===== src/rtl/uop_scheduler_n.sv =====
// N-stream uop scheduler: per-stream FIFOs, round-robin main stream, and
// hazard-free opportunistic issue while execute is in a memory op.
// Optional SCHED_FLUSH_EN adds a per-stream flush input.
module uop_scheduler_n #(
   parameter int  NUM_STREAMS = 4,
   parameter int  UOP_W       = 20,
   parameter int  QDEPTH      = 4,
   localparam int SW          = $clog2(NUM_STREAMS)
) (
   input  logic                         clk,
   input  logic                         rst_n,
   input  logic [NUM_STREAMS-1:0]       push_valid,
   input  logic [NUM_STREAMS*UOP_W-1:0] push_uop,
   input  logic [NUM_STREAMS-1:0]       push_last,
   output logic [NUM_STREAMS-1:0]       push_ready,
`ifdef SCHED_FLUSH_EN
   input  logic [NUM_STREAMS-1:0]       flush,
`endif
   input  logic                         ex_doing_mem,
   output logic                         issue_valid,
   input  logic                         issue_ready,
   output logic [UOP_W-1:0]             issue_uop,
   output logic [SW-1:0]                issue_stream,
   output logic                         issue_last,
   output logic                         issue_slot,
   output logic [SW-1:0]                main_stream,
   output logic [NUM_STREAMS-1:0]       q_empty
);
   localparam int AW = $clog2(QDEPTH);

   logic [NUM_STREAMS-1:0]            empty, full, present, flush_w;
   logic [NUM_STREAMS-1:0]            head_last, elig, lv, lst;
   logic [NUM_STREAMS-1:0][UOP_W-1:0] head_uop;
   logic [NUM_STREAMS-1:0][3:0]       ldst;
   logic [SW-1:0]                     main_q, main_d, sel, slot_idx, rr_idx, idx;
   logic                              slot_found, rr_found, fire, adv;
   logic                              main_lv, main_st;
   logic [3:0]                        main_dst;

`ifdef SCHED_FLUSH_EN
   assign flush_w = flush;
`else
   assign flush_w = '0;
`endif

   // Per-stream FIFO plus the hazard-relevant fields of the last issued uop.
   for (genvar s = 0; s < NUM_STREAMS; s++) begin : g_strm
      logic [AW:0]    wptr_q, rptr_q;
      logic [UOP_W:0] mem_q [QDEPTH];
      logic [3:0]     ldst_q;
      logic           lst_q, lv_q;
      logic           push, pop;

      assign empty[s]   = (wptr_q == rptr_q);
      assign full[s]    = (wptr_q[AW] != rptr_q[AW]) && (wptr_q[AW-1:0] == rptr_q[AW-1:0]);
      assign present[s] = ~empty[s] & ~flush_w[s];
      assign push       = push_valid[s] & ~full[s] & ~flush_w[s];
      assign pop        = fire & (sel == SW'(s));
      assign {head_last[s], head_uop[s]} = mem_q[rptr_q[AW-1:0]];
      assign ldst[s]    = ldst_q;
      assign lst[s]     = lst_q;
      assign lv[s]      = lv_q;

      always_ff @(posedge clk or negedge rst_n) begin
         if (!rst_n) begin
            wptr_q <= '0;
            rptr_q <= '0;
            ldst_q <= '0;
            lst_q  <= 1'b0;
            lv_q   <= 1'b0;
         end else if (flush_w[s]) begin
            rptr_q <= wptr_q;
            lv_q   <= 1'b0;
         end else begin
            if (push) wptr_q <= wptr_q + (AW+1)'(1);
            if (pop) begin
               rptr_q <= rptr_q + (AW+1)'(1);
               ldst_q <= head_uop[s][11:8];
               lst_q  <= head_uop[s][13];
               lv_q   <= 1'b1;
            end
         end
      end

      always_ff @(posedge clk) begin
         if (push) mem_q[wptr_q[AW-1:0]] <= {push_last[s], push_uop[s*UOP_W +: UOP_W]};
      end
   end

   assign main_lv  = lv[main_q];
   assign main_st  = lst[main_q];
   assign main_dst = ldst[main_q];

   // Sources are 3 bits wide, so a dest >= 8 can never match.
   always_comb begin
      for (int s = 0; s < NUM_STREAMS; s++) begin
         elig[s] = (SW'(s) != main_q) && present[s] && !head_uop[s][13] && !head_last[s]
                   && !(main_lv && main_st)
                   && !(main_lv && (({1'b0, head_uop[s][2:0]} == main_dst) ||
                                    ({1'b0, head_uop[s][5:3]} == main_dst)));
      end
   end

   // Walk from farthest to nearest so the nearest hit after main wins.
   always_comb begin
      idx        = main_q;
      slot_found = 1'b0;
      slot_idx   = main_q;
      rr_found   = 1'b0;
      rr_idx     = main_q;
      for (int k = NUM_STREAMS-1; k >= 1; k--) begin
         idx = main_q + SW'(k);
         if (elig[idx]) begin
            slot_found = 1'b1;
            slot_idx   = idx;
         end
         if (present[idx]) begin
            rr_found = 1'b1;
            rr_idx   = idx;
         end
      end
   end

   always_comb begin
      issue_valid = 1'b0;
      issue_slot  = 1'b0;
      sel         = main_q;
      if (ex_doing_mem && slot_found) begin
         issue_valid = 1'b1;
         issue_slot  = 1'b1;
         sel         = slot_idx;
      end else if (present[main_q]) begin
         issue_valid = 1'b1;
      end
   end

   assign issue_uop    = head_uop[sel];
   assign issue_last   = head_last[sel];
   assign issue_stream = sel;
   assign fire         = issue_valid & issue_ready;

   // Hand off on a completed main instruction or when main has nothing queued.
   assign adv    = (fire & ~issue_slot & issue_last) | ~present[main_q];
   assign main_d = (adv && rr_found) ? rr_idx : main_q;

   always_ff @(posedge clk or negedge rst_n) begin
      if (!rst_n) main_q <= '0;
      else        main_q <= main_d;
   end

   assign main_stream = main_q;
   assign push_ready  = ~full;
   assign q_empty     = empty;
endmodule


===== config.mk =====
export PLATFORM = sky130hd
export DESIGN_NAME = uop_scheduler_n
export DESIGN_NICKNAME = d
export VERILOG_FILES = /design/src/rtl/uop_scheduler_n.sv
export SDC_FILE = /design/constraint.sdc
export NUM_CORES = 1
export LEC_CHECK = 0
export ABC_AREA = 1
export CAP_MARGIN = 20
export CORE_ASPECT_RATIO = 0.8
export CORE_UTILIZATION = 40
export DETAILED_ROUTE_END_ITERATION = 10
export PLACE_DENSITY = 0.61
export SETUP_SLACK_MARGIN = 0.3
export SLEW_MARGIN = 20
export SYNTH_ARGS = -nofsm -noshare
export SYNTH_HDL_FRONTEND = slang
export SYNTH_SLANG_ARGS = --single-unit

===== constraint.sdc =====
create_clock -name clk -period 4.6 [get_ports clk]
set_clock_uncertainty 0.05 [all_clocks]
set_input_delay 0.92 -clock clk [delete_from_list [all_inputs] [get_ports clk]]
set_output_delay 0.92 -clock clk [all_outputs]
set_load 0.03 [all_outputs]

==> results of run 1 <==
## cell type report
cell class | instances | area, um^2 | share of cell area
repair buffers | 228 | 2440 | 0.113
repair inverters | 6 | 40.0 | 0.00186
multi-input cells | 1011 | 5560 | 0.258
clock inverters | 22 | 126 | 0.00586
flip-flops and latches | 386 | 11300 | 0.526
inverters | 79 | 352 | 0.0163
well taps | 552 | 691 | 0.0320
clock buffers | 49 | 1010 | 0.0470
## worst max-delay path: stages (launching register included)
cell       delay, ns
dfrtp_2         0.50
buf_6           0.17
nand2_4         0.06
nand2_2         0.05
nand2_2         0.08
nand2_4         0.10
nand2_1         0.07
nand2_1         0.06
nor2_1          0.12
nand2_1         0.07
nand2_1         0.08
nand2_1         0.08
nand2_1         0.07
nand2_1         0.09
nand3_4         0.12
nand2_8         0.08
o21ai_4         0.19
a21oi_4         0.06
nand2_2         0.09
o21ai_4         0.06
buf_12          0.14
nor2_4          0.18
clkinv_4        0.12
o211ai_1        0.41
clkbuf_16       0.24
## placed cells by master (no fill, tap or decap), drive strengths merged, types with 4 or more instances in the layout
| master | instances |
|---|---|
| a32oi | 6 |
| o2111ai | 11 |
| ha | 24 |
| buf | 124 |
| o21ai | 120 |
| edfxtp | 336 |
| nand2 | 496 |
| clkdlybuf4s50 | 100 |
| clkbuf | 52 |
| inv | 82 |
| a22oi | 5 |
| nor2 | 137 |
| nand4 | 6 |
| nand3 | 83 |
| xnor2 | 16 |
| a21oi | 25 |
| nand3b | 8 |
| xor2 | 12 |
| clkinv | 23 |
| a32o | 6 |
| or2 | 4 |
| dfrtp | 50 |
| o22a | 4 |
| o22ai | 42 |
## cell families after synthesis
family,count (synthesis),synth area share
AO/OA/AOI/OAI,222,0.0777
XOR/XNOR,28,0.0149
adder cells (fa/ha/maj),24,0.0177
buffers and inverters,146,0.0406
flip-flops,386,0.668
AND/OR/NAND/NOR,734,0.181
## registers in the layout, summed over array words and instances, names as in the netlist
name,flops
g_strm.ldst_q,16
g_strm.lst_q,4
g_strm.lv_q,4
g_strm.mem_q,336
g_strm.rptr_q,12
g_strm.wptr_q,12
main_stream,2
## final timing paths
| path | start | end | slack (ns) | cells after the start |
|---|---|---|---|---|
| max | main_stream[0] | issue_uop[3] | -0.21 | 24 |
| min | g_strm[3].lv_q | g_strm[3].lv_q | 0.43 | 1 |
| max reg2reg | g_strm[2].rptr_q[0] | g_strm[2].lv_q | 0.89 | 21 |
| min reg2reg | g_strm[3].lv_q | g_strm[3].lv_q | 0.43 | 1 |
| max in group asynchronous | rst_n | g_strm[2].rptr_q[0] | 3.43 | 2 |
| min in group asynchronous | rst_n | g_strm[3].rptr_q[2] | 0.47 | 2 |
## per-stage QoR
step                cells  worst slack, ns   util  hold WS (ns)
finish               2333           -0.211  0.516         0.430
global route         2333           -0.344  0.516         0.446
CTS                  2305           -0.131  0.503         0.427
detailed placement   2202          -0.0124  0.458         0.411
global placement     2202           0.0521  0.458         0.405
floorplan            1540            0.334      -         0.378
## routing by layer
layer  up-vias  GRT usage  routed length (um)
met4         2     0.0482                 698
met3        58     0.0367                3250
met5         -          0                  12
li1       5746          -                   -
met2       430      0.331               21200
met1      5943      0.303               21000
## what timing repair did
| item | in CTS | in global routing |
|---|---|---|
| setup endpoints to repair | 21 | 22 |
| pin swaps | 57 | 46 |
| cloned | 8 | 4 |
| buffers inserted | 24 | 24 |
| gates resized for setup | 115 | 70 |
==> metrics.csv, run 1 <==
stage;metric;value;unit
synth;ys_top_cells_by_area;edfxtp_1 59%, nand2_1 10%, dfrtp_1 7.4%, o21ai_0 3.1%, nor2_1 2.9%;
finish;layout-drive-gt1-share;0.199;
sta;min_period;4.81;ns
synth;syn_area;17000;um^2
synth;avgSynthCellArea;11.0;um^2
synth;yosysWarnings;0;
grt;grt_pass1_wl;68200;um
place;placed_cell_area;19200;um^2
critical_path;cp_max_fo;8;
sta;slew_headroom;0.501;
place;io_buffers;126;
synth;yosysSeqAreaShare;0.668;
die;die_x;232;um
drt;drt_iter0_drc;1084;
drt;drc;0;
synth;synth-main-ff-cell;edfxtp_1;
grt;first_global_vias;11300;
sta;finalSetupViolations;20;
grt;groute.usage.overall;0.210;
finish;fill_cells;3573;
sta;fmax;208;MHz
sta;layout_setup_ws;-0.211;ns
place;globalplace.congestion;0.921;
clock_network;path_clk_slew;0.06;ns
drt;dr.pass1.iters;6;
synth;synth_top_cell_area_share;0.594;
grt;antenna_found_initial;1;
synth;netlist_instances;1540;
die;die_h;186;um
sta;finalCritPeriodShare;1.05;
clock_network;cts_tree;yes;
clock_network;cts_buffer_depth;3;
synth;yosysMostFrequentCell;nand2_1;
sta;worst-slew-pin-transition;0.749;ns
finish;n_antenna_cell;0;
synth;yosys-top-cells-count;474 x nand2_1, 336 x edfxtp_1, 130 x nor2_1;
die;die-area;43300;um^2
synth;yosysUniqueCellTypes;45;
die;std_cell_rows;67;
grt;grt_max_degree;51;
synth;yosys.area.top_type;edfxtp_1;
critical_path;cp-end-kind;output pin;
drt;wl_per_cell;19.8;um
clock_network;clkSinkCount;386;
synth;ys_ff_latch;386;
run_status;outcome;complete, but fails checks;
synth;synth_edf_count;336;
clock_network;cts_max_level;2;
drt;routed_wl;46100;um
synth;synth_nets;1656;
synth;synthArstFlopShare;0.130;
sta;fin_tns_setup;-2.57;ns
drt;postRouteAntennaNets;0;
run_status;violations;setup timing;
finish;stdcell_area;21600;um^2
drt;vias;12200;
finish;syn_to_final_growth;27.1;%
drt;vias_per_cell;5.22;
clock_network;holdBufCountCts;0;
worst_hold_path;hold_class;register to register;
critical_path;worstPathArrival;3.84;ns
clock_network;clock_latency;0.54;ns
place;dp_hpwl;30300;um
clock_network;cts-root-buf;clkbuf_16;
die;pin_count;127;
sta;rsz0062_at_grt;true;
die;core;41800;um^2
grt;grt_overflow;0;
clock_network;cts_buffers;39;
critical_path;critPathKind;register to output pin;
critical_path;crit_required;3.63;ns
finish;num-nets-final;1867;
sta;hold_violations;0;
die;initial_core_util;0.406;
critical_path;start_kind;register;
sta;slew_violations;0;
flow_run;maxCapViolCount;0;
Power of run 1 is not shown: default switching activity piles up to over one toggle a cycle in this logic, so the estimate is an artifact.
==> run 2: changes to the inputs <==
- clock period: 4.6 -> 6 ns (I/O delays scaled with it)
==> run 2 against run 1 <==
  * The flow now finishes without violations
  * First-iteration DRC count is 2.9% higher
  * Cell count is 3.1% lower
  * Worst hold slack worse by 0.014 ns
  * Setup slack improved by 0.85 ns
  * Critical path depth down 5
==> metrics.csv, run 2 (synthesis gave the netlist of run 1 again) <==
stage;metric;value;unit;change
run_status;outcome;finished, final reports clean;;
critical_path;crit_required;4.75;ns;+1.12 ns
finish;num-nets-final;1796;;-3.8%
clock_network;path_clk_slew;0.06;ns;about the same
sta;min_period;5.36;ns;
clock_network;cts_buffers;39;;unchanged
sta;fin_tns_setup;0;ns;+2.57 ns
die;initial_core_util;0.406;;unchanged
grt;groute.usage.overall;0.205;;-0.00551
drt;drt_iter0_drc;1115;;+2.9%
grt;antenna_found_initial;0;;-1
critical_path;critPathKind;register to output pin;;
finish;syn_to_final_growth;19.7;%;
critical_path;critical-path-max-stage-delay;0.49;ns;about the same
place;placedCellCount;2191;;-0.50%
drt;routed_wl;43700;um;-5.4%
sta;slew_headroom;0.517;;+0.0159
die;pin_count;127;;unchanged
drt;wl_per_cell;19.3;um;-2.4%
finish;largest_reg_flops;336;;unchanged
grt;first_global_vias;11100;;-1.6%
place;io_buffers;126;;unchanged
drt;postRouteAntennaNets;0;;unchanged
sta;fmax;186;MHz;
clock_network;cts_max_level;2;;unchanged
finish;final_cells;2261;;-3.1%
clock_network;clock_latency;0.55;ns;about the same
critical_path;worstPathArrival;4.11;ns;+0.27 ns
critical_path;cp_max_fo;19;;+11
critical_path;worst_path_most_repeated_cell;inv_2;;
grt;grt_max_degree;51;;unchanged
sta;rsz0062_at_grt;false;;
critical_path;start_kind;register;;
critical_path;crit_chain;inv_2 > buf_4 > nor2_1 > o22ai_1 > nand2_1 > inv_2 > nor2_1 > nand3_1 > nand2_2 > inv_2 > nand2_2 > o21ai_2 > a21oi_2 > a21oi_2 > nor2_4 > buf_4 > a22oi_1 > nand3_1 > buf_12;;
die;std_cell_rows;67;;unchanged
finish;mostFrequentLayoutCells;474 x nand2_1, 336 x edfxtp_1, 118 x nor2_1;;
clock_network;cts_tree;yes;;
drt;vias_per_cell;5.18;;-0.76%
grt;grt_pass1_wl;66200;um;-2.9%
finish;fill_cells;3666;;+2.6%
clock_network;cts-root-buf;clkbuf_16;;
sta;slew_violations;0;;unchanged
drt;vias;11700;;-3.8%
critical_path;cp-end-kind;output pin;;
die;core;41800;um^2;unchanged
die;die_h;186;um;unchanged
finish;finish.utilization;0.486;;-0.0298
worst_hold_path;hold_class;register to register;;
sta;hold_violations;0;;unchanged
die;die_x;232;um;unchanged
finish;n_antenna_cell;0;;unchanged
clock_network;clkSinkCount;386;;unchanged
finish;final_common_cell;nand2_1;;
place;globalplace.congestion;0.894;;-3.0%
grt;grt_overflow;0;;unchanged
critical_path;path_buf_inv;6;;+2
critical_path;cp_slowest_cell;dfrtp_2;;
drt;dr.pass1.iters;6;;unchanged
clock_network;post_cts_buffers;0;;-100%
critical_path;critPathTopFamily;compound AO/OA/AOI/OAI gates;;
sta;finalSetupViolations;0;;-100%
flow_run;maxCapViolCount;0;;unchanged
sta;finalCritPeriodShare;0.894;;
die;die-area;43300;um^2;unchanged
drt;drc;0;;unchanged
sta;worst-slew-pin-transition;0.725;ns;-0.0238 ns
clock_network;cts_buffer_depth;3;;unchanged
place;dp_hpwl;29800;um;-1.9%
finish;layout-drive-gt1-share;0.109;;-0.0893
-- run 2: cell types whose count changed in the layout (fill, tap and decap cells not counted), sizes merged --
cell | before | now
buf | 124 | 61
bufbuf | 1 | 0
bufinv | 0 | 1
clkbuf | 52 | 53
clkdlybuf4s50 | 100 | 105
clkinv | 23 | 16
clkinvlp | 2 | 1
inv | 82 | 78
nand2 | 496 | 495
nor2 | 137 | 135
-- run 2: stage by stage --
step	area (um^2)	worst slack [ns]	hold WS, ns
6_report	20300	0.636	0.417
5_1_grt	20300	0.302	0.433
4_1_cts	20300	0.504	0.425
3_5_place_dp	19100	1.09	0.412
3_3_place_gp	19100	1.11	0.403
2_1_floorplan	17000	1.25	0.378
-- run 2: layer usage --
metal | vias up | GRT usage | routed length (um)
met5 | - | 0 | 0
met2 | 384 | 0.308 | 19000
met3 | 79 | 0.0495 | 3530
li1 | 5594 | - | -
met1 | 5657 | 0.291 | 20000
met4 | 0 | 0.0671 | 1200
-- run 2: what timing repair did --
action	4_1_cts	5_1_grt
gates resized for setup	0	11
endpoints found under the setup margin	0	14
hold buffers	0	0
-- run 2: worst paths after layout --
path,startpoint,to,slack [ns],depth (start not counted)
setup / recovery,main_stream[0],issue_uop[6],0.64,19
hold / removal,g_strm[2].lv_q,g_strm[2].lv_q,0.42,1
setup reg to reg,main_stream[0],g_strm[2].rptr_q[2],2.29,20
hold reg to reg,g_strm[2].lv_q,g_strm[2].lv_q,0.42,1
max in group asynchronous,rst_n,main_stream[0],4.65,2
min in group asynchronous,rst_n,g_strm[0].wptr_q[0],0.75,2
-- run 2: final cells by class --
class	instances	area (um^2)	area share
Sequential cell	386	11300	0.558
Multi-Input combinational cell	1008	4980	0.245
Timing Repair Buffer	166	1780	0.0876
Clock buffer	53	1090	0.0537
Tap cell	552	691	0.0340
Inverter	79	324	0.0159
Clock inverter	17	123	0.00603
Power of run 2 is left out for the same reason.
==> patch: new RTL, flow settings as in run 2 <==
Set the parameter `UOP_W` to 30 (it was 20).
--- a/src/rtl/uop_scheduler_n.sv
+++ b/src/rtl/uop_scheduler_n.sv
@@ -4,5 +4,5 @@
 module uop_scheduler_n #(
    parameter int  NUM_STREAMS = 4,
-   parameter int  UOP_W       = 20,
+   parameter int  UOP_W       = 30,
    parameter int  QDEPTH      = 4,
    localparam int SW          = $clog2(NUM_STREAMS)
Interface: changed (resized issue_uop and push_uop); port bits go from 127 to 177. No check against the original RTL was run, so the function may have changed too.
==> patch against run 2 <==
Worst setup slack got worse by 0.092 ns; count of clock-buffer cells in the layout increased by 8; synthesized area increased by 36%; sequential cell count increased by 160; non-clock buffer count increased by 62; wire length increased by 42%; maximum frequency decreased by 1.7%; register-to-register slack improved by 0.05 ns; cell area increased by 37%; highest routed layer is now met5.
Power is left out: the tool's default activity adds up to more than one toggle a clock period on the data nets, which glitch-free logic cannot reach.
==> patch: results (changes against run 2) <==
critPathSlowestCell: "dfrtp_2"
synth.distinct_cells: 43  # -4.4%
largest_reg_flops: 496  # +48%
grt_max_degree: 67  # +31%
netlist_top_cells_count: "496 x edfxtp_1, 439 x nand2_1, 245 x nor2_1, 203 x o21ai_0, 105 x nand3_1"
viasPerCell: 5.27  # +1.8%
port_buffers: 176  # +40%
synth_area_leaders: "edfxtp_1 64%, nand2_1 7.1%, dfrtp_1 5.4%, o21ai_0 4.4%, nor2_1 4.0%"
status: "completed"
gp_congestion: 0.877  # -1.8%
min_from: "g_strm[1].lv_q$_DFFE_PN0P_"
async_flop_share_pct: 9.16  # -3.8 points
tightest_slew_ns: 0.795  # +0.0706 ns
holdPathStages: 1  # unchanged
drt_iter0_markers: 1651  # +48%
hold_path.class: "register to register"
grt_use_met3_pct: 5.88  # +0.93 points
grt_pass1_vias: 14800  # +33%
synth-seq-area-share_pct: 69.8  # +3.0 points
nFillCells: 4900  # +34%
worstRegToRegCells: 24  # +20%
clk_latency_ns: 0.63  # +0.08 ns
drive_above_1_share_pct: 11.5  # +0.55 points
crit_arrival_ns: 4.21  # +0.10 ns
ctsHtreeMaxLevel: 2  # unchanged
synth_edf_count: 496  # +48%
place_hpwl_mm: 40.6  # +36%
holdPathEnd: "g_strm[1].lv_q$_DFFE_PN0P_"
clockRootBuffer: "clkbuf_16"
path_max_fanout: 33  # +14
drt_first_pass_iters: 6  # unchanged
ff2ff_setup_slack_ns: 2.34  # +0.05 ns
grt_pass1_wl_mm: 91.6  # +38%
cp-startpoint: "g_strm[1].rptr_q[0]$_DFFE_PN0P_"
syn_nets: 2137  # +29%
synth_most_common_cell: "edfxtp_1"
use_met2_pct: 31.4  # +0.59 points
r2r_end: "g_strm[0].rptr_q[2]$_DFFE_PN0P_"
fin_nets: 2326  # +30%
clkTransAtPathRegs_ns: 0.06  # about the same
track_usage_pct: 20.7  # +0.28 points
antenna_found_initial: 7  # +7
drt-total-wl_mm: 61.8  # +42%
slowest_delay_ns: 0.51  # +0.02 ns
numCtsBuffers: 53  # +36%
place_area_um2: 26000  # +36%
met1_usage_pct: 28.9  # -0.25 points
-- patch: cell count changes after synthesis, sizes merged, moves of 5 or more --
cell | run 2 | this run
a21oi | 25 | 16
a22oi | 5 | 25
a32oi | 6 | 0
buf | 42 | 37
clkbuf | 25 | 59
edfxtp | 336 | 496
nand2 | 495 | 459
nand3 | 83 | 109
nor2 | 135 | 249
o2111ai | 11 | 0
o21ai | 120 | 224
o22ai | 42 | 97
-- patch: what timing repair did --
| action | in CTS | in global routing |
|---|---|---|
| gates resized for setup | 12 | 38 |
| buffers inserted | 0 | 11 |
| endpoints found under the setup margin | 21 | 30 |
| pin swaps | 0 | 5 |
| cloned | 0 | 3 |
-- patch: logic make-up (layout without fill, tap and decap cells) --
group,after synthesis,after routing,share of synthesized area [%]
AO/OA/AOI/OAI,374,374,9.19
AND/OR/NAND/NOR,834,834,15.0
adder cells (fa/ha/maj),24,24,1.30
other,0,1,0
XOR/XNOR,28,28,1.22
flip-flops,546,546,69.8
buffers and inverters,175,404,3.45
-- patch: worst max path at each step --
stage	to	slack, ns	cells after the start
global route	issue_uop[12]	0.31	23
finish	issue_uop[12]	0.54	23
CTS	issue_uop[22]	0.31	23
floorplan	issue_uop[0]	1.16	19
detailed placement	issue_uop[12]	0.76	23
global placement	issue_uop[16]	0.84	23
-- patch: routing by layer --
layer	vias to the layer above	share of wire [%]
met1	7654	44
met3	101	8.7
li1	7370	-
met5	-	0.10
met4	10	2.7
met2	529	45
-- patch: metrics by stage --
step                      instances  utilization (%)  hold WS (ns)  worst slack [ns]
after floorplan                1981                -         0.384              1.16
after global placement         2860             45.7         0.408             0.837
after detailed placement       2861             45.7         0.411             0.762
after CTS                      2956             48.7         0.424             0.310
after global routing           2970             49.1         0.443             0.305
final                          2971             49.1         0.417             0.544
-- patch: cell type report --
type,instances,area [µm²],share of cell area [%]
sequential,546,16200,57.8
antenna,1,2.50,0.00895
clock buffer,61,1370,4.89
inverter,79,368,1.32
tap,760,951,3.40
clock inverter,34,274,0.980
timing repair inverter,2,10.0,0.0358
timing repair buffer,228,2520,9.03
multi-input combinational,1260,6300,22.5
-- patch: worst max-delay path: cells and delay by family (launching register included) --
kind / cells / cell delay, ns
compound gates: 3 / 0.78
flops: 1 / 0.51
simple gates: 17 / 1.70
buf+inv: 3 / 0.56
